--- config.mk ---
export PLATFORM = sky130hd
export DESIGN_NAME = dac_spi_tx
export DESIGN_NICKNAME = d
export VERILOG_FILES = /design/src/rtl/dac_spi_pkg.sv /design/src/rtl/spi_clk_div.sv /design/src/rtl/dac_spi_tx.sv
export SDC_FILE = /design/constraint.sdc
export NUM_CORES = 1
export LEC_CHECK = 0
export CAP_MARGIN = 15
export CORE_MARGIN = 4
export CORE_UTILIZATION = 30
export DETAILED_ROUTE_END_ITERATION = 12
export PLACE_DENSITY_LB_ADDON = 0.12
export SLEW_MARGIN = 20
export SYNTH_ARGS = -nofsm -noshare
export SYNTH_HDL_FRONTEND = slang
export SYNTH_SLANG_ARGS = --single-unit
export TNS_END_PERCENT = 1
--- constraint.sdc ---
create_clock -name clk -period 2.4 [get_ports clk]
set_input_delay 0.48 -clock clk [delete_from_list [all_inputs] [get_ports clk]]
set_output_delay 0.48 -clock clk [all_outputs]
set_load 0.1 [all_outputs]
--- src/rtl/dac_spi_pkg.sv ---
// Shared types and constants for the serial DAC writer.
package dac_spi_pkg;

  localparam int FRAME_W   = 24;
  localparam int BIT_CNT_W = 5;

  typedef enum logic [1:0] {
    IDLE,
    SETUP,
    SHIFT,
    GAP
  } state_e;

  localparam logic [3:0] CMD_WRITE        = 4'b0000;
  localparam logic [3:0] CMD_UPDATE       = 4'b0001;
  localparam logic [3:0] CMD_WRITE_UPDATE = 4'b0011;

  function automatic logic [FRAME_W-1:0] build_frame(input logic [3:0]  cmd,
                                                     input logic [3:0]  addr,
                                                     input logic [15:0] data);
    return {cmd, addr, data};
  endfunction

endpackage

--- src/rtl/spi_clk_div.sv ---
// SCLK generator: toggles a registered sclk every CLK_DIV enabled cycles.
// The strobes flag the edge at which sclk is about to rise or fall.
module spi_clk_div #(
  parameter int CLK_DIV = 2
) (
  input  logic clk,
  input  logic rst_n,
  input  logic i_en,
  input  logic i_clr,
  output logic o_sclk,
  output logic o_rise_stb,
  output logic o_fall_stb
);

  localparam int            CW   = (CLK_DIV > 1) ? $clog2(CLK_DIV) : 1;
  localparam logic [CW-1:0] LAST = CW'(CLK_DIV - 1);

  logic [CW-1:0] r_cnt;
  logic          r_sclk;
  logic          w_wrap;

  assign w_wrap     = i_en && (r_cnt == LAST);
  assign o_rise_stb = w_wrap && !r_sclk;
  assign o_fall_stb = w_wrap && r_sclk;
  assign o_sclk     = r_sclk;

  always_ff @(posedge clk or negedge rst_n) begin
    if (!rst_n) begin
      r_cnt  <= '0;
      r_sclk <= 1'b0;
    end else if (i_clr || !i_en) begin
      r_cnt  <= '0;
      r_sclk <= 1'b0;
    end else if (w_wrap) begin
      r_cnt  <= '0;
      r_sclk <= ~r_sclk;
    end else begin
      r_cnt <= r_cnt + 1'b1;
    end
  end

endmodule

--- src/rtl/dac_spi_tx.sv ---
// SPI master writing {CMD, ADDR, sample} frames MSB-first to the serial DAC.
// Valid/ready: a sample is taken on any clk edge where din_valid && din_ready.
module dac_spi_tx
  import dac_spi_pkg::*;
#(
  parameter int         CLK_DIV   = 2,
  parameter logic [3:0] CMD       = CMD_WRITE_UPDATE,
  parameter logic [3:0] ADDR      = 4'b0000,
  parameter int         T_CS_IDLE = 4
) (
  input  logic        clk,
  input  logic        rst_n,
  input  logic [15:0] din,
  input  logic        din_valid,
  output logic        din_ready,
  output logic        busy,
  output logic        done,
  output logic        cs,
  output logic        sclk,
  output logic        mosi,
  output state_e      state
);

  localparam int            GW       = (T_CS_IDLE > 1) ? $clog2(T_CS_IDLE) : 1;
  localparam logic [GW-1:0] GAP_LAST = GW'(T_CS_IDLE - 1);

  state_e                 r_state;
  logic [FRAME_W-1:0]     r_shift;
  logic [BIT_CNT_W-1:0]   r_bit_cnt;
  logic                   r_last;
  logic [GW-1:0]          r_gap_cnt;
  logic                   r_ready;
  logic                   r_busy;
  logic                   r_done;
  logic                   r_cs;
  logic                   w_en;
  logic                   w_clr;
  logic                   w_rise;
  logic                   w_fall;
  logic                   w_sclk;
  logic                   w_accept;

  assign w_accept = din_valid && r_ready;
  assign w_en     = (r_state == SETUP) || (r_state == SHIFT);
  // The rise that would start a 25th bit instead closes the frame.
  assign w_clr    = (r_state == SHIFT) && r_last && w_rise;

  spi_clk_div #(.CLK_DIV(CLK_DIV)) u_clk_div (
    .clk        (clk),
    .rst_n      (rst_n),
    .i_en       (w_en),
    .i_clr      (w_clr),
    .o_sclk     (w_sclk),
    .o_rise_stb (w_rise),
    .o_fall_stb (w_fall)
  );

  always_ff @(posedge clk or negedge rst_n) begin
    if (!rst_n) begin
      r_state   <= IDLE;
      r_shift   <= '0;
      r_bit_cnt <= '0;
      r_last    <= 1'b0;
      r_gap_cnt <= '0;
      r_ready   <= 1'b0;
      r_busy    <= 1'b0;
      r_done    <= 1'b0;
      r_cs      <= 1'b1;
    end else begin
      r_done <= 1'b0;
      case (r_state)
        IDLE: begin
          r_cs <= 1'b1;
          if (w_accept) begin
            r_state   <= SETUP;
            r_busy    <= 1'b1;
            r_ready   <= 1'b0;
            r_cs      <= 1'b0;
            r_shift   <= build_frame(CMD, ADDR, din);
            r_bit_cnt <= '0;
            r_last    <= 1'b0;
          end else begin
            r_ready <= 1'b1;
          end
        end
        SETUP: begin
          if (w_rise) r_state <= SHIFT;
        end
        SHIFT: begin
          // mosi is r_shift[MSB], so shifting on the falling edge advances it.
          if (w_fall) begin
            if (r_bit_cnt == BIT_CNT_W'(FRAME_W - 1)) begin
              r_last <= 1'b1;
            end else begin
              r_bit_cnt <= r_bit_cnt + 1'b1;
              r_shift   <= {r_shift[FRAME_W-2:0], 1'b0};
            end
          end else if (w_clr) begin
            r_state   <= GAP;
            r_cs      <= 1'b1;
            r_shift   <= '0;
            r_done    <= 1'b1;
            r_gap_cnt <= '0;
          end
        end
        GAP: begin
          if (r_gap_cnt == GAP_LAST) begin
            r_state <= IDLE;
            r_busy  <= 1'b0;
            r_ready <= 1'b1;
          end else begin
            r_gap_cnt <= r_gap_cnt + 1'b1;
          end
        end
        default: r_state <= IDLE;
      endcase
    end
  end

  assign din_ready = r_ready;
  assign busy      = r_busy;
  assign done      = r_done;
  assign cs        = r_cs;
  assign sclk      = w_sclk;
  assign mosi      = r_shift[FRAME_W-1];
  assign state     = r_state;

endmodule

# Word-level counts from Yosys, hierarchy flattened

Index checks and enable logic that the tools add are counted.
Widths: inputs -> output; s select.

Add/subtract/negate cells: 3
Equal/unequal tests: 16
Mux-type cells: 39
Bitwise logic cells: 1
Reductions and logical operators: 23

Operator list:

| cell                | count |
|---|---|
| $mux 24             | 4 |
| $pmux 24 s2         | 1 |
| $mux 1              | 16 |
| $mux 2              | 8 |
| $reduce_and 4->1    | 4 |
| $mux 5              | 3 |
| $ne 2x2->1 const B  | 6 |
| $pmux 5 s2          | 1 |
| $pmux 1 s2          | 4 |
| $pmux 2 s4          | 1 |
| $reduce_bool 2->1   | 4 |
| $eq 2x2->1 const B  | 3 |
| $logic_and 1x1->1   | 6 |
| $ne 2x1->1 const B  | 3 |
| $reduce_and 3->1    | 2 |
| $add 5x1->5 const B | 1 |
| $eq 5x5->1 const B  | 1 |
| $reduce_and 5->1    | 1 |
| $pmux 2 s2          | 1 |
| $ne 3x1->1 const B  | 1 |
| $ne 3x3->1 const B  | 1 |
| $add 2x1->2 const B | 1 |
| $eq 2x1->1 const B  | 1 |
| $logic_not 1->1     | 2 |
| 5 further kinds     | 6 |

Register bits: 40
Bits of input ports: 19
Output and inout port bits: 8
Logic and storage cells: 93

# Depth between registers and ports, before layout

Depth after elaboration: 8
Gate-level depth with buffers: 8
Gate-level depth less buffers: 6

# Modules after synthesis

From an unflattened synthesis, not the netlist that was laid out.

Cells, all modules: 213
Area, all modules: 2,085.8 µm²

Modules (own cells, without submodules):

| module      | instances | cells an instance | area each (µm²) | seq. area each (µm²) |
|---|---|---|---|---|
| dac_spi_tx  | 1         | 204               | 1,998.2         | 952.2 |
| spi_clk_div | 1         | 9                 | 87.6            | 50.0 |

# Worst setup path after synthesis

Ideal clock, no wire load.

Path kind: register -> register
Start point: register r_state[0] (netlist: state[0])
End point: register r_shift[1]
Library setup time: 0.125 ns
Arrival: 2.497 ns
Data required time: 2.275 ns
Setup slack: -0.222 ns
Stages on the path, launching flop included: 8
Path buffers: 1
Period minus slack after synthesis: 2.622 ns
Cells stage by stage: dfrtp_1 > inv_1 > ha_1 > nand4b_1 > nand2_2 > o21ai_4 > buf_6 > mux2_4

Word-level cells in the longest chain between the ends: 7
Elaborated cells on any way between the ends: 16
Classes of those cells: 5 x eq/ne; 2 x mux; 9 x reduce/logical

Ends and longest elaborated chain:

| element                                         | RTL line                                             | text |
|---|---|---|
| from (decl)                                     | dac_spi_tx.sv:27                                     | `state_e r_state;` |
| from (signal assigned)                          | dac_spi_tx.sv:60                                     | `r_state <= IDLE;` |
| from (signal assigned)                          | dac_spi_tx.sv:75                                     | `r_state <= SETUP;` |
| from (signal assigned)                          | dac_spi_tx.sv:87                                     | `if (w_rise) r_state <= SHIFT;` |
| $eq 2x1->1 / $eq 2x2->1 (equally long branches) | dac_spi_tx.sv:44, dac_spi_tx.sv:46, dac_spi_tx.sv:71 |  |
| $logic_or 1x1->1                                | dac_spi_tx.sv:44                                     | `assign w_en = (r_state == SETUP) \|\| (r_state == SHIFT);` |
| $logic_and 1x1->1                               | spi_clk_div.sv:22                                    | `assign w_wrap = i_en && (r_cnt == LAST);` |
| $logic_and 1x1->1                               | spi_clk_div.sv:23                                    | `assign o_rise_stb = w_wrap && !r_sclk;` |
| $logic_and 1x1->1                               | dac_spi_tx.sv:46                                     | `assign w_clr = (r_state == SHIFT) && r_last && w_rise;` |
| $ne 3x1->1 (no line)                            | -                                                    |  |
| $reduce_and 4->1 (no line)                      | -                                                    |  |
| to (signal assigned)                            | dac_spi_tx.sv:79                                     | `r_shift <= build_frame(CMD, ADDR, din);` |
| to (signal assigned)                            | dac_spi_tx.sv:96                                     | `r_shift <= {r_shift[FRAME_W-2:0], 1'b0};` |
| to (decl)                                       | dac_spi_tx.sv:28                                     | `logic [FRAME_W-1:0] r_shift;` |

Several ways; a longest one is shown, not always the timed one.
A chain may end at the register's enable or synchronous reset.

# Final worst setup path

Start point: register r_state[0] (netlist: state[0])
End point: register r_shift[6]

Same word-level chain as after synthesis.

==> results.ini <==
[status]
status = finished clean

[critical_path]
timing.rr.start = state[0]
rr_endpoint = r_shift[6]
worst_setup_path_start_kind = flop
crit_fanout = 24
cp.arrival_ns = 2.28
reg2reg_depth = 7
worstPathRequired_ns = 2.57
rrSetupSlack_ns = 0.29
critical_path_class = reg2reg
crit_start = state[0]
crit_path_end_kind = flop

[floorplanning]
io_pins = 27
die-area_sq_mm = 0.008327
row_count = 30
die_h_um = 91.26
core_area_sq_mm = 0.006756
start_util_pct = 30.78
chipWidth_um = 91.26

[cts]
cts.reportedPaths.clkPinSlew_ns = 0.09
holdBufCountCts = 0
cts_resized = 0
htreeDepth = 2
clock_latency_ns = 0.29
cts_inserted_buffers = 5
cts_root_buffer = clkbuf_8
clock_sinks = 40
postCtsSetupRepairBufs = 0
cts_buffer_depth = 2
cts_tree = built

[grt]
grt_pass1_vias = 1485
grt.total_usage_pct = 10.67
grt_max_degree = 41
antenna_found_initial = 0
gr-total-overflow = 0
grt_pass1_wl_mm = 7.182

[route]
post_drt_wl_per_cell_um = 15.54
detail-route-antenna-nets = 0
drtIter0Drc = 45
num_vias = 1480
wl_mm = 4.398
vias_per_cell = 5.230
firstDrtPassIters = 4
drc = 0

[final_layout]
fillers = 680
post-route-util_pct = 36.98
layout_commonest_cell = dfrtp_1
drive_above_1_share_pct = 25.12
layout_common_cells = 37 x dfrtp_1, 23 x a22o_1, 17 x clkdlybuf4s50_1
seqCellArea_sq_mm = 0.001005
n_antenna_cell = 0
syn_to_final_growth_pct = 20.16
multiInputGateArea_sq_um = 987.2
nNetsFinal = 227

[synthesis]
synth-xor-area-share_pct = 0
yosysWarnings = 0
postSynthAreaPerCell_sq_um = 12.09
ys_seq_area_share_pct = 48.19
synth_edf_count = 0
synth_top_family_by_area = compound AO/OA/AOI/OAI gates
synth-async-reset-ratio_pct = 100.0
synth-seq-cells = 40
syn-instance-count = 172
synth_cell_types = 42
netlist_area_sq_mm = 0.002079
synth_fa_ha_area_share_pct = 3.610
synthSimpleGateAreaFrac_pct = 10.29
synth.area.mux_share_pct = 13.00
synth-compound-area-share_pct = 20.46
synth_fp_nets = 197
synth_ff_type = dfrtp_1

[sta]
skew_ns = 0.01354
max_slew_margin_pct = 59.00
layout_setup_ws_ns = 0.2872
final.min_clock_period_ns = 2.113
slew_violations = 0
fmax_ghz = 0.4733
final_hold_viol_count = 0
fin_setup_tns_ns = 0
setup_viol = 0
worstMarginPinSlew_ns = 0.6143
rsz0062_at_grt = false
final.period_utilization_pct = 88.03
whs_ns = 0.2460

[power]
combPwrFrac_pct = 4.0
pwr-share-seq_pct = 58.2
p_leak_nw = 1.200
power.share.clock_pct = 37.9
netSwitchingPower_w = 0.0002557
p_sw_share_pct = 22.08
p_per_area_mw_per_mm2 = 463.4
vdd_ir_drop_max_mv = 0.1811
intPower_w = 0.0009023

[flow_run]
max_cap_viol_count = 0

[min_path]
hp-class = in2async

[place]
io_buffers = 26
globalplace.congestion = 0.8373
hpwlAfterDp_mm = 3.010
place_ws_ns = 0.1158

==> cell usage after synthesis, drive strengths merged, types with 2 or more instances <==
cell / count / area, sq um
nor2: 6 / 30.03
nor3: 2 / 10.01
o21ai: 7 / 57.55
o31ai: 2 / 15.01
buf: 5 / 51.29
nand4b: 2 / 17.52
ha: 6 / 75.07
mux2: 17 / 240.2
and2: 2 / 12.51
and3: 2 / 12.51
a31oi: 2 / 12.51
mux2i: 3 / 30.03
a21oi: 9 / 45.04
nor2b: 2 / 12.51
o2bb2ai: 2 / 17.52
nand2: 12 / 47.55
o41ai: 2 / 17.52
nand3: 4 / 32.53
clkbuf: 4 / 15.01
dfrtp: 39 / 975.9
a22o: 23 / 201.4
inv: 7 / 26.28
==> layout make-up <==
| type | instances | share of cell area (%) |
|---|---|---|
| sequential | 40 | 40.21 |
| multi-input combinational | 116 | 39.51 |
| timing repair buffer | 32 | 11.72 |
| tap | 80 | 4.006 |
| clock buffer | 5 | 2.754 |
| inverter | 7 | 1.052 |
| clock inverter | 3 | 0.7511 |
==> critical path, stage by stage (launching register included) <==
cell and delay [ns]:
dfrtp_2 0.40, inv_1 0.07, ha_1 0.41, nand4b_1 0.20, nand2_2 0.17, o21ai_4 0.18
buf_12 0.21, mux2_2 0.35
==> flip-flops by register name, indices dropped and copies added (netlist names) <==
| register | flops |
|---|---|
| busy | 1 |
| cs | 1 |
| din_ready | 1 |
| done | 1 |
| r_bit_cnt | 5 |
| r_gap_cnt | 2 |
| r_last | 1 |
| r_shift | 24 |
| state | 2 |
| u_clk_div.o_sclk | 1 |
| u_clk_div.r_cnt | 1 |
==> worst max-delay path by stage <==
stage / endpoint / slack, ns
after floorplan: r_shift[1] / 0.09
after CTS: r_shift[7] / 0.09
after global routing: r_shift[6] / 0.19
after detailed placement: r_shift[9] / 0.12
after global placement: r_shift[7] / 0.18
final: r_shift[6] / 0.29
==> routing by layer <==
metal	wire length [um]	vias up	track usage, %
met5	0	-	0
met4	25	0	3.015
met3	145	2	2.486
met2	2160	22	17.23
met1	2066	753	14.27
li1	-	703	-
==> cell families after synthesis <==
| kind of cell | after synthesis |
|---|---|
| AOI/OAI and AO/OA | 54 |
| DFF | 40 |
| and+or+nand+nor | 36 |
| muxes | 20 |
| buffers and inverters | 16 |
| adders and majority gates | 6 |
==> stage by stage <==
stage | power, W | std cells | cell area [sq um]
2_1_floorplan | 0.0006883 | 172 | 2082
3_3_place_gp | 0.0007337 | 275 | 2409
3_5_place_dp | 0.0007343 | 275 | 2409
4_1_cts | 0.001187 | 283 | 2496
5_1_grt | 0.001209 | 283 | 2499
6_report | 0.001158 | 283 | 2499
==> power groups by stage <==
stage | clock [W] | sequential, W | combinational [W]
global placement | 0 | 0.000687 | 0.0000469
floorplan | 0 | 0.000687 | 0.00000139
finish | 0.000439 | 0.000673 | 0.0000459
detailed placement | 0 | 0.000687 | 0.0000476
CTS | 0.000466 | 0.000673 | 0.0000476
global route | 0.000484 | 0.000673 | 0.0000513
(Power assumes the default switching activity.)
